--- config.mk ---
export PLATFORM = sky130hd
export DESIGN_NAME = led_matrix_scan
export DESIGN_NICKNAME = d
export VERILOG_FILES = /design/src/rtl/led_matrix_pkg.sv /design/src/rtl/led_gamma_lut.sv /design/src/rtl/led_matrix_scan.sv
export SDC_FILE = /design/constraint.sdc
export NUM_CORES = 1
export LEC_CHECK = 0
export CORE_UTILIZATION = 30
export CTS_CLUSTER_DIAMETER = 200
export DETAILED_ROUTE_END_ITERATION = 7
export PLACE_DENSITY = 0.47
export SETUP_SLACK_MARGIN = 0.02
export SLEW_MARGIN = 10
export SYNTH_ARGS = -nofsm -noshare
export SYNTH_HDL_FRONTEND = slang
export SYNTH_SLANG_ARGS = --single-unit
--- constraint.sdc ---
create_clock -name clk -period 3.5 [get_ports clk]
set_input_delay 0.7 -clock clk [delete_from_list [all_inputs] [get_ports clk]]
set_output_delay 0.7 -clock clk [all_outputs]
set_load 0.01 [all_outputs]
--- src/rtl/led_matrix_pkg.sv ---
// Shared types and constants for the HUB75 scan driver (led_matrix_scan).
// gamma22() feeds the optional LED_MATRIX_GAMMA_EN lookup table.
package led_matrix_pkg;

    typedef enum logic [2:0] {
        IDLE,
        ADDR_U,
        ADDR_L,
        CAP_L,
        CLK_HI,
        LATCH,
        DISPLAY
    } scan_state_t;

    localparam int unsigned R_MSB = 23;
    localparam int unsigned G_MSB = 15;
    localparam int unsigned B_MSB = 7;
    localparam int unsigned PIX_W = 8;

    // Elaboration-time only: round(255 * (x/255)^2.2).
    function automatic logic [7:0] gamma22(input int unsigned x);
        real v;
        v = 255.0 * ((real'(x) / 255.0) ** 2.2);
        return 8'($rtoi(v + 0.5));
    endfunction

endpackage

--- src/rtl/led_gamma_lut.sv ---
// Gamma-2.2 ROM for one 8-bit channel; only built when LED_MATRIX_GAMMA_EN is defined.
`ifdef LED_MATRIX_GAMMA_EN
module led_gamma_lut
    import led_matrix_pkg::*;
(
    input  logic [7:0] raw,
    output logic [7:0] corrected
);

    function automatic logic [255:0][7:0] build_lut();
        logic [255:0][7:0] t;
        for (int unsigned i = 0; i < 256; i++) begin
            t[i] = gamma22(i);
        end
        return t;
    endfunction

    localparam logic [255:0][7:0] LUT = build_lut();

    always_comb begin
        corrected = LUT[raw];
    end

endmodule
`endif

--- src/rtl/led_matrix_scan.sv ---
// HUB75 scan driver: fetches upper/lower pixel pairs, shifts one bit plane per row, then BCM display.
// Optional LED_MATRIX_GAMMA_EN routes every channel through led_gamma_lut before plane selection.
module led_matrix_scan
    import led_matrix_pkg::*;
#(
    parameter int unsigned COLS       = 48,
    parameter int unsigned ROWS       = 32,
    parameter int unsigned ADDR_W     = 11,
    parameter int unsigned BCM_BITS   = 8,
    parameter int unsigned BASE_TICKS = 4
) (
    input  logic                         clk,
    input  logic                         reset_n,
    input  logic                         enable,
    output logic [ADDR_W-1:0]            mem_address,
    output logic                         mem_chipselect,
    input  logic [31:0]                  mem_readdata,
    output logic                         r1,
    output logic                         g1,
    output logic                         b1,
    output logic                         r2,
    output logic                         g2,
    output logic                         b2,
    output logic [$clog2(ROWS/2)-1:0]    row_addr,
    output logic                         mat_clk,
    output logic                         mat_lat,
    output logic                         mat_oe_n,
    output logic                         frame_done
);

    localparam int unsigned HALF   = ROWS / 2;
    localparam int unsigned ROW_W  = $clog2(HALF);
    localparam int unsigned COL_W  = $clog2(COLS);
    localparam int unsigned PL_W   = (BCM_BITS > 1) ? $clog2(BCM_BITS) : 1;
    localparam int unsigned TICK_W = $clog2((BASE_TICKS << (BCM_BITS - 1)) + 1);

    if (ROWS * COLS > (1 << ADDR_W)) begin : g_addr_check
        $error("led_matrix_scan: ROWS*COLS-1 does not fit in ADDR_W bits");
    end

    scan_state_t         state, state_nxt;
    logic [ROW_W-1:0]    row;
    logic [COL_W-1:0]    col;
    logic [PL_W-1:0]     plane;
    logic [TICK_W-1:0]   tick;
    logic [23:0]         reg_u;
    logic [ADDR_W-1:0]   addr_u, addr_l;
    logic [TICK_W-1:0]   disp_last;
    logic                last_col, tick_done;
    logic                unused_hi;

    logic [PIX_W-1:0] up_r_raw, up_g_raw, up_b_raw, lo_r_raw, lo_g_raw, lo_b_raw;
    logic [PIX_W-1:0] up_r, up_g, up_b, lo_r, lo_g, lo_b;

    assign unused_hi = ^mem_readdata[31:24];

    assign addr_u    = ADDR_W'(row) * ADDR_W'(COLS) + ADDR_W'(col);
    assign addr_l    = (ADDR_W'(row) + ADDR_W'(HALF)) * ADDR_W'(COLS) + ADDR_W'(col);
    assign last_col  = (col == COL_W'(COLS - 1));
    assign disp_last = (TICK_W'(BASE_TICKS) << plane) - TICK_W'(1);
    assign tick_done = (tick == disp_last);

    // Upper word comes from the register captured in ADDR_L; lower word is live during CAP_L.
    assign up_r_raw = reg_u[R_MSB -: PIX_W];
    assign up_g_raw = reg_u[G_MSB -: PIX_W];
    assign up_b_raw = reg_u[B_MSB -: PIX_W];
    assign lo_r_raw = mem_readdata[R_MSB -: PIX_W];
    assign lo_g_raw = mem_readdata[G_MSB -: PIX_W];
    assign lo_b_raw = mem_readdata[B_MSB -: PIX_W];

`ifdef LED_MATRIX_GAMMA_EN
    led_gamma_lut u_gamma_ur (.raw(up_r_raw), .corrected(up_r));
    led_gamma_lut u_gamma_ug (.raw(up_g_raw), .corrected(up_g));
    led_gamma_lut u_gamma_ub (.raw(up_b_raw), .corrected(up_b));
    led_gamma_lut u_gamma_lr (.raw(lo_r_raw), .corrected(lo_r));
    led_gamma_lut u_gamma_lg (.raw(lo_g_raw), .corrected(lo_g));
    led_gamma_lut u_gamma_lb (.raw(lo_b_raw), .corrected(lo_b));
`else
    assign up_r = up_r_raw;
    assign up_g = up_g_raw;
    assign up_b = up_b_raw;
    assign lo_r = lo_r_raw;
    assign lo_g = lo_g_raw;
    assign lo_b = lo_b_raw;
`endif

    always_comb begin
        state_nxt      = state;
        mem_address    = '0;
        mem_chipselect = 1'b0;
        mat_clk        = 1'b0;
        mat_lat        = 1'b0;
        mat_oe_n       = 1'b1;
        unique case (state)
            IDLE:    if (enable) state_nxt = ADDR_U;
            ADDR_U:  begin
                mem_chipselect = 1'b1;
                mem_address    = addr_u;
                state_nxt      = ADDR_L;
            end
            ADDR_L:  begin
                mem_chipselect = 1'b1;
                mem_address    = addr_l;
                state_nxt      = CAP_L;
            end
            CAP_L:   begin
                mem_chipselect = 1'b1;
                state_nxt      = CLK_HI;
            end
            CLK_HI:  begin
                mat_clk   = 1'b1;
                state_nxt = last_col ? LATCH : ADDR_U;
            end
            LATCH:   begin
                mat_lat   = 1'b1;
                state_nxt = DISPLAY;
            end
            DISPLAY: begin
                mat_oe_n = 1'b0;
                if (tick_done) state_nxt = enable ? ADDR_U : IDLE;
            end
            default: state_nxt = IDLE;
        endcase
    end

    always_ff @(posedge clk or negedge reset_n) begin
        if (!reset_n) begin
            state      <= IDLE;
            row        <= '0;
            col        <= '0;
            plane      <= '0;
            tick       <= '0;
            reg_u      <= '0;
            r1         <= 1'b0;
            g1         <= 1'b0;
            b1         <= 1'b0;
            r2         <= 1'b0;
            g2         <= 1'b0;
            b2         <= 1'b0;
            row_addr   <= '0;
            frame_done <= 1'b0;
        end else begin
            state      <= state_nxt;
            frame_done <= 1'b0;
            unique case (state)
                ADDR_L: reg_u <= mem_readdata[23:0];
                CAP_L: begin
                    r1 <= up_r[plane];
                    g1 <= up_g[plane];
                    b1 <= up_b[plane];
                    r2 <= lo_r[plane];
                    g2 <= lo_g[plane];
                    b2 <= lo_b[plane];
                end
                CLK_HI: begin
                    // row_addr is updated on entry to LATCH so it never moves while the panel is lit.
                    if (last_col) begin
                        col      <= '0;
                        row_addr <= row;
                    end else begin
                        col <= col + 1'b1;
                    end
                end
                LATCH: tick <= '0;
                DISPLAY: begin
                    if (tick_done) begin
                        if (plane == PL_W'(BCM_BITS - 1)) begin
                            plane <= '0;
                            if (row == ROW_W'(HALF - 1)) begin
                                row        <= '0;
                                frame_done <= 1'b1;
                            end else begin
                                row <= row + 1'b1;
                            end
                        end else begin
                            plane <= plane + 1'b1;
                        end
                    end else begin
                        tick <= tick + 1'b1;
                    end
                end
                default: ;
            endcase
        end
    end

endmodule

* Yosys cells after proc, flatten, opt, wreduce, memory -nomap -nowiden *
Index checks and enable logic that the tools add are counted.

storage, ports and cells
  bits of input ports = 35
  output and inout bits = 26
  register bits after elaboration = 61

cells by class
  mux-type cells = 31
  reductions and logical operators = 8
  equal/unequal tests = 13
  shifts and indexed selects = 1
  $lt $le $gt $ge = 1
  multipliers = 2
  $add $sub $neg = 8

operators with widths
  kind                   number
  $pmux 11 s2            1
  $pmux 3 s7             1
  $pmux 10 s2            1
  $bmux 1 s3             6
  $mux 1                 15
  $eq 3x3->1 const B     4
  $mux 3                 4
  $add 10x6->11          1
  $add 11x6->11          1
  $add 10x1->10 const B  1
  $eq 10x10->1           1
  $mux 10                1
  $shl 3x3->10 const A   1
  $sub 10x1->10 const B  1
  $reduce_and 2->1       4
  $mul 6x2->7 const B    1
  $add 4x5->6 const B    1
  $add 6x1->6 const B    1
  $eq 3x2->1 const B     2
  $eq 6x6->1 const B     1
  $mul 4x2->6 const B    1
  $mux 6                 1
  $ne 2x2->1 const B     3
  $add 4x1->4 const B    1
  other kinds (9)        9

* Longest topological paths before layout *
Gate-level depths: netlist of the first run.

  word-level depth = 5
  mapped depth = 12

* Worst setup path before layout of the first run *
OpenSTA, ideal clock, no wires.

  path kind = register to register
  start point = reg plane[0]
  end point = reg row[0]
  arrival time = 2.702 ns
  buffers on the path = 3
  cell stages (with the launch flop) = 12
  clock period less this slack = 2.830 ns
  path slack = 0.670 ns
  data required time = 3.372 ns
  path through = dfrtp_1 > clkbuf_1 > buf_2 > inv_1 > ha_1 > nor4_1 > xnor2_1 > o211a_1 > o211a_2 > buf_4 > nand3_1 > mux2_1

on the way
  longest elaborated chain between the ends = 4

RTL lines
  element                       RTL line                text
  start: declaration            led_matrix_scan.sv:44   logic [PL_W-1:0] plane;
  start signal: assignment      led_matrix_scan.sv:176  plane <= plane + 1'b1;
  $shl 3x3->10                  led_matrix_scan.sv:60   assign disp_last = (TICK_W'(BASE_TICKS) << plane) - TICK_W'(1);
  $sub 10x1->10                 led_matrix_scan.sv:60
  $eq 10x10->1                  led_matrix_scan.sv:61   assign tick_done = (tick == disp_last);
  $reduce_and 3->1 (no line) *  n/a
  end signal: assignment        led_matrix_scan.sv:173  row <= row + 1'b1;
  end: declaration              led_matrix_scan.sv:42   logic [ROW_W-1:0] row;

Mark *: on every way between the ends. The rest lies on a longest branch, timed or not.
A chain may end at the register's enable or synchronous reset.

* Worst setup path after layout of the first run *
  start point = reg row[1]
  end point = out mem_address[9]

on the way
  longest elaborated chain between the ends = 4

RTL lines
  element           RTL line               text
  $add 4x5->6       led_matrix_scan.sv:58  assign addr_l = (ADDR_W'(row) + ADDR_W'(HALF)) * ADDR_W'(COLS) + ADDR_W'(col);
  $mul 6x2->7       led_matrix_scan.sv:58
  $add 11x6->11     led_matrix_scan.sv:58
  $pmux 11 s2 *     led_matrix_scan.sv:94  unique case (state)
  end: declaration  led_matrix_scan.sv:15  output logic [ADDR_W-1:0] mem_address,

Marked as above.

==> impl_metrics.env, run 1 <==
export IMPL_nNetsFinal=428
export IMPL_design_area_um2=4588
export IMPL_yosysSeqAreaShare_pct=42.55
export IMPL_synth_enable_flop_cells=0
export IMPL_syn_num_nets=373
export IMPL_core_rowCount=39
export IMPL_cts_reportedPaths_clkPinSlew_ps=60
export IMPL_period_minus_slack_ps=3255
export IMPL_vias=2618
export IMPL_setup_worst_path_class="reg2out"
export IMPL_r2r_start="plane[1]"
export IMPL_r2r_cells=8
export IMPL_rsz0062_at_grt="false"
export IMPL_pre_cts_ws_ps=166.9
export IMPL_via_per_inst=4.996
export IMPL_post_synth_most_frequent_cells="sky130_fd_sc_hd__dfrtp_1, sky130_fd_sc_hd__mux2_2, sky130_fd_sc_hd__nand2_1, sky130_fd_sc_hd__nor2_1, sky130_fd_sc_hd__ha_1"
export IMPL_postRouteAntennaNets=0
export IMPL_reg2reg_to="plane[0]"
export IMPL_cp_top_family="buffers and inverters"
export IMPL_worst_path_buf_inv=2
export IMPL_worst_pin_slew_ps=669.7
export IMPL_drt_pass1_iterations=6
export IMPL_cp_cell_sequence="buf_4 -> ha_1 -> a21oi_1 -> o21bai_1 -> xnor2_1 -> nor3_1 -> xnor2_1 -> nor2_1 -> clkdlybuf4s50_1"
export IMPL_post_synth_inst_count=321
export IMPL_worst_path_max_delay_cell="sky130_fd_sc_hd__clkdlybuf4s50_1"
export IMPL_floorplan_core_area_um2=11520
export IMPL_synth_simple_area_share_pct=14.23
export IMPL_clkLatencyLatePin_ps=330
export IMPL_netlist_top_cells_area="sky130_fd_sc_hd__dfrtp_1, sky130_fd_sc_hd__mux2_2, sky130_fd_sc_hd__mux4_2, sky130_fd_sc_hd__ha_1, sky130_fd_sc_hd__mux2i_1"
export IMPL_flip_flop_and_latch_count_after_synthesis=61
export IMPL_postSynth_asyncResetShare_pct=100.0
export IMPL_synth_compound_area_share_pct=8.441
export IMPL_tritoncts_num_buffers=9
export IMPL_die_height_um=111.4
export IMPL_static_leakage_power_nw=1.953
export IMPL_slowest_delay_ps=540
export IMPL_setup_slack_ps=245.3
export IMPL_post_synth_mux_area_share_pct=20.96
export IMPL_cp_end_kind="output pin"
export IMPL_violated_checks="design-rule violations"
export IMPL_yosysWarningCount=0
export IMPL_area_growth_pct=27.90
export IMPL_start_kind="flip-flop"
export IMPL_number_of_antenna_violations_at_the_first_check_in_global_routing=0
export IMPL_fill_cells=1139
export IMPL_result_of_the_run="finished, violations left"
export IMPL_portion_of_the_clock_cycle_consumed_by_the_worst_path_in_the_final_layout_pct=92.99
export IMPL_synthDistinctLibCells=46
export IMPL_worst_path_most_repeated_cell="sky130_fd_sc_hd__xnor2_1"
export IMPL_drv_slew=0
export IMPL_average_footprint_of_a_synthesized_cell_um2=11.18
export IMPL_p_per_area_nw_per_um2=683.3
export IMPL_worst_reg2reg_setup_slack_ps=570
export IMPL_timing_hold_violations_final=0
export IMPL_setup_violations_final=0
export IMPL_synth_xor_xnor_area_share_pct=4.151
export IMPL_maxCapViolCount=0
export IMPL_cts_hold_fix_buffers=0
export IMPL_gp_congestion=0.7461
export IMPL_cp_arrival_ps=2550
export IMPL_post_synth_top_count_cell="sky130_fd_sc_hd__dfrtp_1"
export IMPL_ctsLongestPathBuffers=2
export IMPL_place_hpwl_um=5762
export IMPL_route_detailed_wl_per_inst_um=14.92
export IMPL_crit_path_max_fanout=4
export IMPL_slew_limit_headroom_pct=55.35
export IMPL_synth_top_family_by_area="multiplexers"
export IMPL_start_util_pct=31.15
export IMPL_cts_root_buf="sky130_fd_sc_hd__clkbuf_16"
export IMPL_overflow=0
export IMPL_detail_route_iter0_violations=78
export IMPL_postSynth_topFlopCell="sky130_fd_sc_hd__dfrtp_1"
export IMPL_grt_start_max_net_pins=29
export IMPL_grt_pass1_vias=2658
export IMPL_synth_largest_area_cell="sky130_fd_sc_hd__dfrtp_1"
export IMPL_clkSinkCount=61
export IMPL_irDropWorstVdd_mv=0.3579
export IMPL_maxClockFrequency_ghz=0.3073
export IMPL_clock_skews_ps=6.665
export IMPL_count_of_antenna_diodes_in_the_layout=0
export IMPL_port_buffers=52
export IMPL_drcViolationCount=8
export IMPL_cp_required_ps=2800
export IMPL_die_width_um=111.4
export IMPL_post_route_cells_drive_above_1_share_pct=20.21
export IMPL_floorplan_io_pins=61
export IMPL_cts_tree="built"
export IMPL_dieArea_um2=12400
export IMPL_grt_pass1_wl_um=13410
export IMPL_drt_total_wl_um=7819
export IMPL_grt_usage_pct=13.71
export IMPL_yosys_area_top_type_share_pct=42.55
export IMPL_final_setup_tns_ps=0
export IMPL_final_standard_cell_utilization_of_the_core_pct=39.84
export IMPL_htree_num_levels=3
export IMPL_dpl_instance_area_um2=4262
export IMPL_synthesis_area_um2=3587
export IMPL_yosys_area_share_adder_pct=6.348
export IMPL_min_delay_worst_type="in2async"
## report_power, final
part           total [W]  internal, W  switching, W  leakage, nW
Clock           0.000923     0.000608      0.000315        0.152
Combinational    0.00108     0.000622      0.000458         1.03
Sequential       0.00113     0.000943      0.000189        0.775
## area by class of cell
class / count / area, um2 / area share, %
Multi-Input combinational cell: 234 / 1961 / 42.73
Sequential cell: 61 / 1528 / 33.30
Timing Repair Buffer: 59 / 566.8 / 12.35
Clock buffer: 13 / 270.3 / 5.890
Tap cell: 143 / 178.9 / 3.900
Clock inverter: 3 / 42.54 / 0.9272
Inverter: 11 / 41.29 / 0.8999
## worst register-to-register path: stages, from the launching register on
cell	delay, ps
sky130_fd_sc_hd__dfrtp_1	650
sky130_fd_sc_hd__ha_1	280
sky130_fd_sc_hd__ha_1	320
sky130_fd_sc_hd__xor2_1	220
sky130_fd_sc_hd__xnor2_1	140
sky130_fd_sc_hd__o211a_1	160
sky130_fd_sc_hd__o211a_2	450
sky130_fd_sc_hd__nand2_1	240
sky130_fd_sc_hd__mux2_1	360
## through the flow
step | power, W | hold WS [ps] | std cells
CTS | 0.003181 | 432.5 | 524
floorplan | 0.001870 | 404.4 | 321
finish | 0.003135 | 399.9 | 524
detailed placement | 0.002238 | 474.4 | 508
global placement | 0.002220 | 473.0 | 508
global route | 0.003341 | 468.7 | 524
## logic make-up after synthesis
| kind of cell | count (synthesis) |
|---|---|
| buffers and inverters | 26 |
| AND/OR/NAND/NOR | 97 |
| XOR/XNOR | 17 |
| AO/OA/AOI/OAI | 47 |
| multiplexers | 56 |
| flip-flops | 61 |
| adder cells (fa/ha/maj) | 17 |
## registers in the layout (all words and copies together) (netlist names)
name	flops
r1	1
r2	1
state	3
b2	1
b1	1
plane	3
row_addr	4
frame_done	1
tick	10
row	4
col	6
g2	1
reg_u	24
g1	1
## layer usage
layer | vias up | GRT usage [%] | share of wire [%] | wire length, um
met4 | 0 | 3.243 | 0.84 | 66
met3 | 6 | 4.845 | 4.7 | 368
met5 | - | 0 | 0 | 0
met2 | 55 | 22.04 | 47 | 3642
li1 | 1266 | - | - | -
met1 | 1291 | 17.66 | 48 | 3742
## worst max-delay path by stage
stage	end	startpoint	slack, ps	depth (start not counted)
floorplan	row[0]	plane[0]	670	11
global placement	mem_address[10]	row[0]	200	9
detailed placement	mem_address[10]	row[0]	170	9
CTS	mem_address[9]	row[2]	130	8
global route	mem_address[9]	row[1]	30	9
finish	mem_address[9]	row[1]	250	9
## placed cells by master (no fill, tap or decap), types with 2 or more instances in the layout
cell                              instances
sky130_fd_sc_hd__nand3_1                  6
sky130_fd_sc_hd__nor2b_1                  3
sky130_fd_sc_hd__mux4_2                  12
sky130_fd_sc_hd__inv_1                    9
sky130_fd_sc_hd__nor3b_4                  3
sky130_fd_sc_hd__and2_1                   6
sky130_fd_sc_hd__xor2_1                   5
sky130_fd_sc_hd__nand2b_1                 4
sky130_fd_sc_hd__nor3_1                   6
sky130_fd_sc_hd__nand3b_1                 3
sky130_fd_sc_hd__clkbuf_8                 3
sky130_fd_sc_hd__a211oi_1                 3
sky130_fd_sc_hd__or3_1                    3
sky130_fd_sc_hd__xnor2_1                 12
sky130_fd_sc_hd__clkbuf_16                9
sky130_fd_sc_hd__o21bai_1                 2
sky130_fd_sc_hd__o21ai_0                 14
sky130_fd_sc_hd__mux2_2                  29
sky130_fd_sc_hd__a21oi_1                 12
sky130_fd_sc_hd__a21o_1                   3
sky130_fd_sc_hd__or4_1                    3
sky130_fd_sc_hd__buf_4                    7
sky130_fd_sc_hd__dfrtp_1                 60
sky130_fd_sc_hd__o41ai_1                  2
sky130_fd_sc_hd__nor4_1                   3
sky130_fd_sc_hd__clkdlybuf4s50_1         50
sky130_fd_sc_hd__nor2_1                  18
sky130_fd_sc_hd__ha_1                    14
sky130_fd_sc_hd__mux2i_1                 11
sky130_fd_sc_hd__nand4_1                  8
sky130_fd_sc_hd__o31ai_1                  4
sky130_fd_sc_hd__mux2_1                   4
sky130_fd_sc_hd__nand2_1                 28
## repair_timing
action / in CTS / in global routing
setup buffers: 0 / 0
hold endpoints to repair: 0 / 0
endpoints found under the setup margin: 1 / 2
gates resized for setup: 3 / 3
Note: power is estimated with default switching activity, not from simulation.
==> run 2: changes to the inputs <==
Settings changed: SLEW_MARGIN 10 to default.
==> results of run 2 <==
Same layout as run 1: the final DEF is identical, and so are final timing and power.
==> patch 1: new RTL, config.mk and constraints of run 2 <==
Put a register stage on the output `mem_address`. The value now appears one clock later. The other outputs are not delayed to match.
--- a/src/rtl/led_matrix_scan.sv
+++ b/src/rtl/led_matrix_scan.sv
@@ -34,4 +34,6 @@
     localparam int unsigned PL_W   = (BCM_BITS > 1) ? $clog2(BCM_BITS) : 1;
     localparam int unsigned TICK_W = $clog2((BASE_TICKS << (BCM_BITS - 1)) + 1);
+
+    logic [ADDR_W-1:0] mem_address_d;
 
     if (ROWS * COLS > (1 << ADDR_W)) begin : g_addr_check
@@ -87,5 +89,5 @@
     always_comb begin
         state_nxt      = state;
-        mem_address    = '0;
+        mem_address_d  = '0;
         mem_chipselect = 1'b0;
         mat_clk        = 1'b0;
@@ -96,10 +98,10 @@
             ADDR_U:  begin
                 mem_chipselect = 1'b1;
-                mem_address    = addr_u;
+                mem_address_d  = addr_u;
                 state_nxt      = ADDR_L;
             end
             ADDR_L:  begin
                 mem_chipselect = 1'b1;
-                mem_address    = addr_l;
+                mem_address_d  = addr_l;
                 state_nxt      = CAP_L;
             end
@@ -185,4 +187,8 @@
     end
 
+    always_ff @(posedge clk) begin
+        mem_address <= mem_address_d;
+    end
+
 endmodule
 
Check against the original RTL: not equivalent (a bounded check fails within 4 cycles, from zero or initial values and one cycle with reset_n low).
==> patch 1 against run 2 <==
Design area grew 6.5%. Wire length grew 4.4%. Count of clock-buffer cells in the layout grew 2. Largest power group unchanged. Area after synthesis grew 9.1%. Clock power shrank 1%. Critical path type unchanged. Critical path depth shrank 5. Synthesized cell count grew 5.6%. Maximum frequency grew 14%. Sequential cell count grew 11. Worst setup slack gained 410 ps. Total power grew 2.1%. Global-route usage shrank 0.059 points.
==> patch 1: results <==
set metrics [dict create \
    cp.arrival_ps 2150 \
    clock-root-buffer "clkbuf_16" \
    netlist_instances 339 \
    finalWirelength_mm 8.17 \
    fill_cells 1261 \
    synthFlopType "dfrtp_1" \
    synth.area.top_cells "dfrtp_1, mux2_2, mux4_2" \
    skew_ps 7.38 \
    grt_max_degree 41 \
    nets 443 \
    ff2ff_setup_slack_ps 660 \
    multi_input_area_um2 2030 \
    slew_headroom_pct 36.1 \
    hold_path_class "reg2reg" \
    reg.largest.list "reg_u (24), mem_address (11), tick (10)" \
    worstRegToRegCells 7 \
    dp.cells 552 \
    leakagePower_nw 2.01 \
    worstHoldPathCells 1 \
    drc 0 \
    post-place-ws_ps 620 \
    cts_resized 0 \
    antenna_found_initial 0 \
    clock_latency_ps 340 \
    min_period_ps 2850 \
    status "completed" \
    hp-start "row_addr[0]$_DFFE_PN0P_" \
    worstSetupStartpoint "state[1]$_DFFE_PN0P_" \
    portBuffers 52 \
    worstReg2RegEnd "state[2]$_DFFE_PN0P_" \
    via_per_inst 4.76 \
    synth_async_sr_flop_share_pct 84.7 \
    vdd_drop_max_mv 0.370 \
    final_layout_size_suffix_gt1_share_pct 16.9 \
    hold_end "row_addr[0]$_DFFE_PN0P_" \
    dpl-instance-area_um2 4600 \
    clk_pin_slew_ps 50 \
    grt_pass1_vias 2770 \
    gp_congestion 0.717 \
    dp_hpwl_mm 5.78 \
    drt_iter0_markers 145 \
    hold_slack_ps 487 \
    yosysUniqueCellTypes 56 \
    synth_nets 391 \
    post_drt_wl_per_cell_um 14.4 \
    ys_seq_area_share_pct 44.6 \
    grt_pass1_wl_mm 13.8 \
    grt_usage_pct 13.6 \
    drtPass1Iterations 4 \
    synth.top_cells.by_count "dfrtp_1, nand2_1, mux2_2" \
    worst-path-max-fanout 8 \
]
-- patch 1: power breakdown --
group | internal [mW] | switching [mW] | leakage, nW
combinational | 0.585 | 0.458 | 1.00
clock | 0.573 | 0.339 | 0.138
sequential | 1.08 | 0.163 | 0.867
total | 2.24 | 0.960 | 2.01
-- patch 1: cell type report --
type / count / area share (%)
Clock inverter: 1 / 0.614
Multi-Input combinational cell: 237 / 41.6
Sequential cell: 72 / 35.7
Inverter: 14 / 1.07
Clock buffer: 15 / 5.27
Timing Repair Buffer: 57 / 11.3
Tap cell: 172 / 4.40
-- patch 1: critical path, cell delays in order (launching register included) --
cell             delay, ps
dfrtp_1                450
nand2b_1               220
or2_2                  370
inv_1                  200
clkdlybuf4s50_1        570
-- patch 1: kinds of logic after synthesis --
logic type | Yosys count | share of synthesized area [%]
simple gates | 101 | 14.9
flops | 72 | 44.6
mux | 56 | 19.1
compound gates | 48 | 8.63
buf+inv | 30 | 3.55
fa+ha+maj | 17 | 5.82
xor+xnor | 15 | 3.36
-- patch 1: metal layers --
metal | up-vias | share of wire, % | GRT usage [%]
li1 | 1319 | - | -
met2 | 50 | 45 | 21.3
met3 | 5 | 5.3 | 5.55
met1 | 1327 | 49 | 17.4
met4 | 0 | 0.91 | 3.85
met5 | - | 0 | 0
-- patch 1: how the worst max path moves through the flow --
stage                     cells past startpoint                    to
after global placement                        7  state[2]$_DFFE_PN0P_
after floorplan                              10  state[2]$_DFFE_PN0P_
after global routing                          7  state[2]$_DFFE_PN0P_
after CTS                                     7  state[2]$_DFFE_PN0P_
after detailed placement                      7  state[2]$_DFFE_PN0P_
final                                         4               mat_lat
==> patch 2: new RTL, flow settings as in run 2 <==
Made on the original files. Build with the macro `LED_MATRIX_GAMMA_EN` defined.
--- a/src/rtl/led_gamma_lut.sv
+++ b/src/rtl/led_gamma_lut.sv
@@ -1,3 +1,5 @@
 // Gamma-2.2 ROM for one 8-bit channel; only built when LED_MATRIX_GAMMA_EN is defined.
+`define LED_MATRIX_GAMMA_EN
+
 `ifdef LED_MATRIX_GAMMA_EN
 module led_gamma_lut
Behaviour: same outputs for any inputs over 4 cycles, from zero or initial values and one cycle with reset_n low; that may be too few to reach the edited logic, so the function may still have changed.
==> patch 2 against run 2 <==
Worst hold slack gained 45 ps. Largest cell class unchanged. Wire length grew to 6.1 times the old value. Worst setup slack lost 71 ps. Global-route usage grew 7.7 points. Largest power group is now combinational cells. Maximum frequency shrank 2.1%. Die area grew to 3.5 times the old value. Area after synthesis grew to 3.6 times the old value. Design area grew to 3.2 times the old value. Sequential cell count is the same. Cell count grew to 4.7 times the old value. Via count grew to 5.7 times the old value. Total power grew to 3.2 times the old value.
==> patch 2: results <==
set metrics [dict create \
    wl_met3_mm 3.01 \
    clock_latency_ps 360 \
    cp.arrival_ps 2630 \
    finalPower_mw 10.0 \
    crit_slowest_cell "or3b_4" \
    avgSynthCellArea_um2 6.78 \
    p_int_mw 4.45 \
    hold_slack_ps 445 \
    crit-reg2reg-launch "reg_u[1]$_DFFE_PN0P_" \
    grt_max_degree 62 \
    drt_iter0_markers 1928 \
    nets 2023 \
    status "completed" \
    ys_seq_area_share_pct 11.9 \
    pg_seq_mw 1.41 \
    worstReg2RegEnd "b1$_DFFE_PN0P_" \
    yosysUniqueCellTypes 87 \
    skew_ps 12.3 \
    pg_comb_mw 7.68 \
    grt_pass1_wl_mm 76.3 \
    via_count 14900 \
    final_layout_size_suffix_gt1_share_pct 11.8 \
    slowest_delay_ps 430 \
    slew_headroom_pct 40.6 \
    post-place-ws_ps 27.7 \
    dpl-instance-area_um2 14300 \
    grt_usage_pct 21.4 \
]
==> patch 2: cell count changes after synthesis, sizes merged, moves of 60 or more <==
cell,change
o21ai,+154
a21oi,+116
nor2,+144
nand2,+157
clkbuf,+120
buf,+60
ha,+72
==> patch 2: logic make-up (layout without fill, tap and decap cells) <==
kind of cell    after synthesis  in the layout  synth area share [%]
xor+xnor                     26             26                  1.78
fa+ha+maj                    92             92                  9.05
simple gates                678            678                  25.9
flops                        61             61                  11.9
mux                          38             38                  4.06
buf+inv                     268            282                  8.53
compound gates              727            727                  38.7
==> patch 2: layer usage <==
metal	up-vias	global-route usage, %
met5	-	0
met4	0	7.58
met3	98	2.55
met2	670	34.2
met1	6993	29.5
li1	7128	-
==> patch 2: area by class of cell <==
cell class	count	area [µm²]
Tap cell	539	674
Clock inverter	6	63.8
Sequential cell	61	1530
Multi-Input combinational cell	1561	10200
Fill cell	4506	27400
Inverter	73	277
Clock buffer	10	229
Timing Repair Buffer	193	1660
==> patch 2: worst max-delay path by stage <==
| stage | start | slack (ps) | cells past startpoint | end |
|---|---|---|---|---|
| final | row[1]$_DFFE_PN0P_ | 170 | 8 | mem_address[10] |
| after global routing | row[1]$_DFFE_PN0P_ | 50 | 8 | mem_address[10] |
| after CTS | row[1]$_DFFE_PN0P_ | 120 | 8 | mem_address[10] |
| after detailed placement | mem_readdata[16] | 30 | 11 | r2$_DFFE_PN0P_ |
| after global placement | mem_readdata[1] | 60 | 10 | b2$_DFFE_PN0P_ |
| after floorplan | mem_readdata[1] | 390 | 11 | b2$_DFFE_PN0P_ |
==> patch 2: what timing repair did <==
action / 4_1_cts / 5_1_grt
resized for setup: 7 / 2
setup endpoints to repair: 2 / 2
pin swaps: 1 / 0
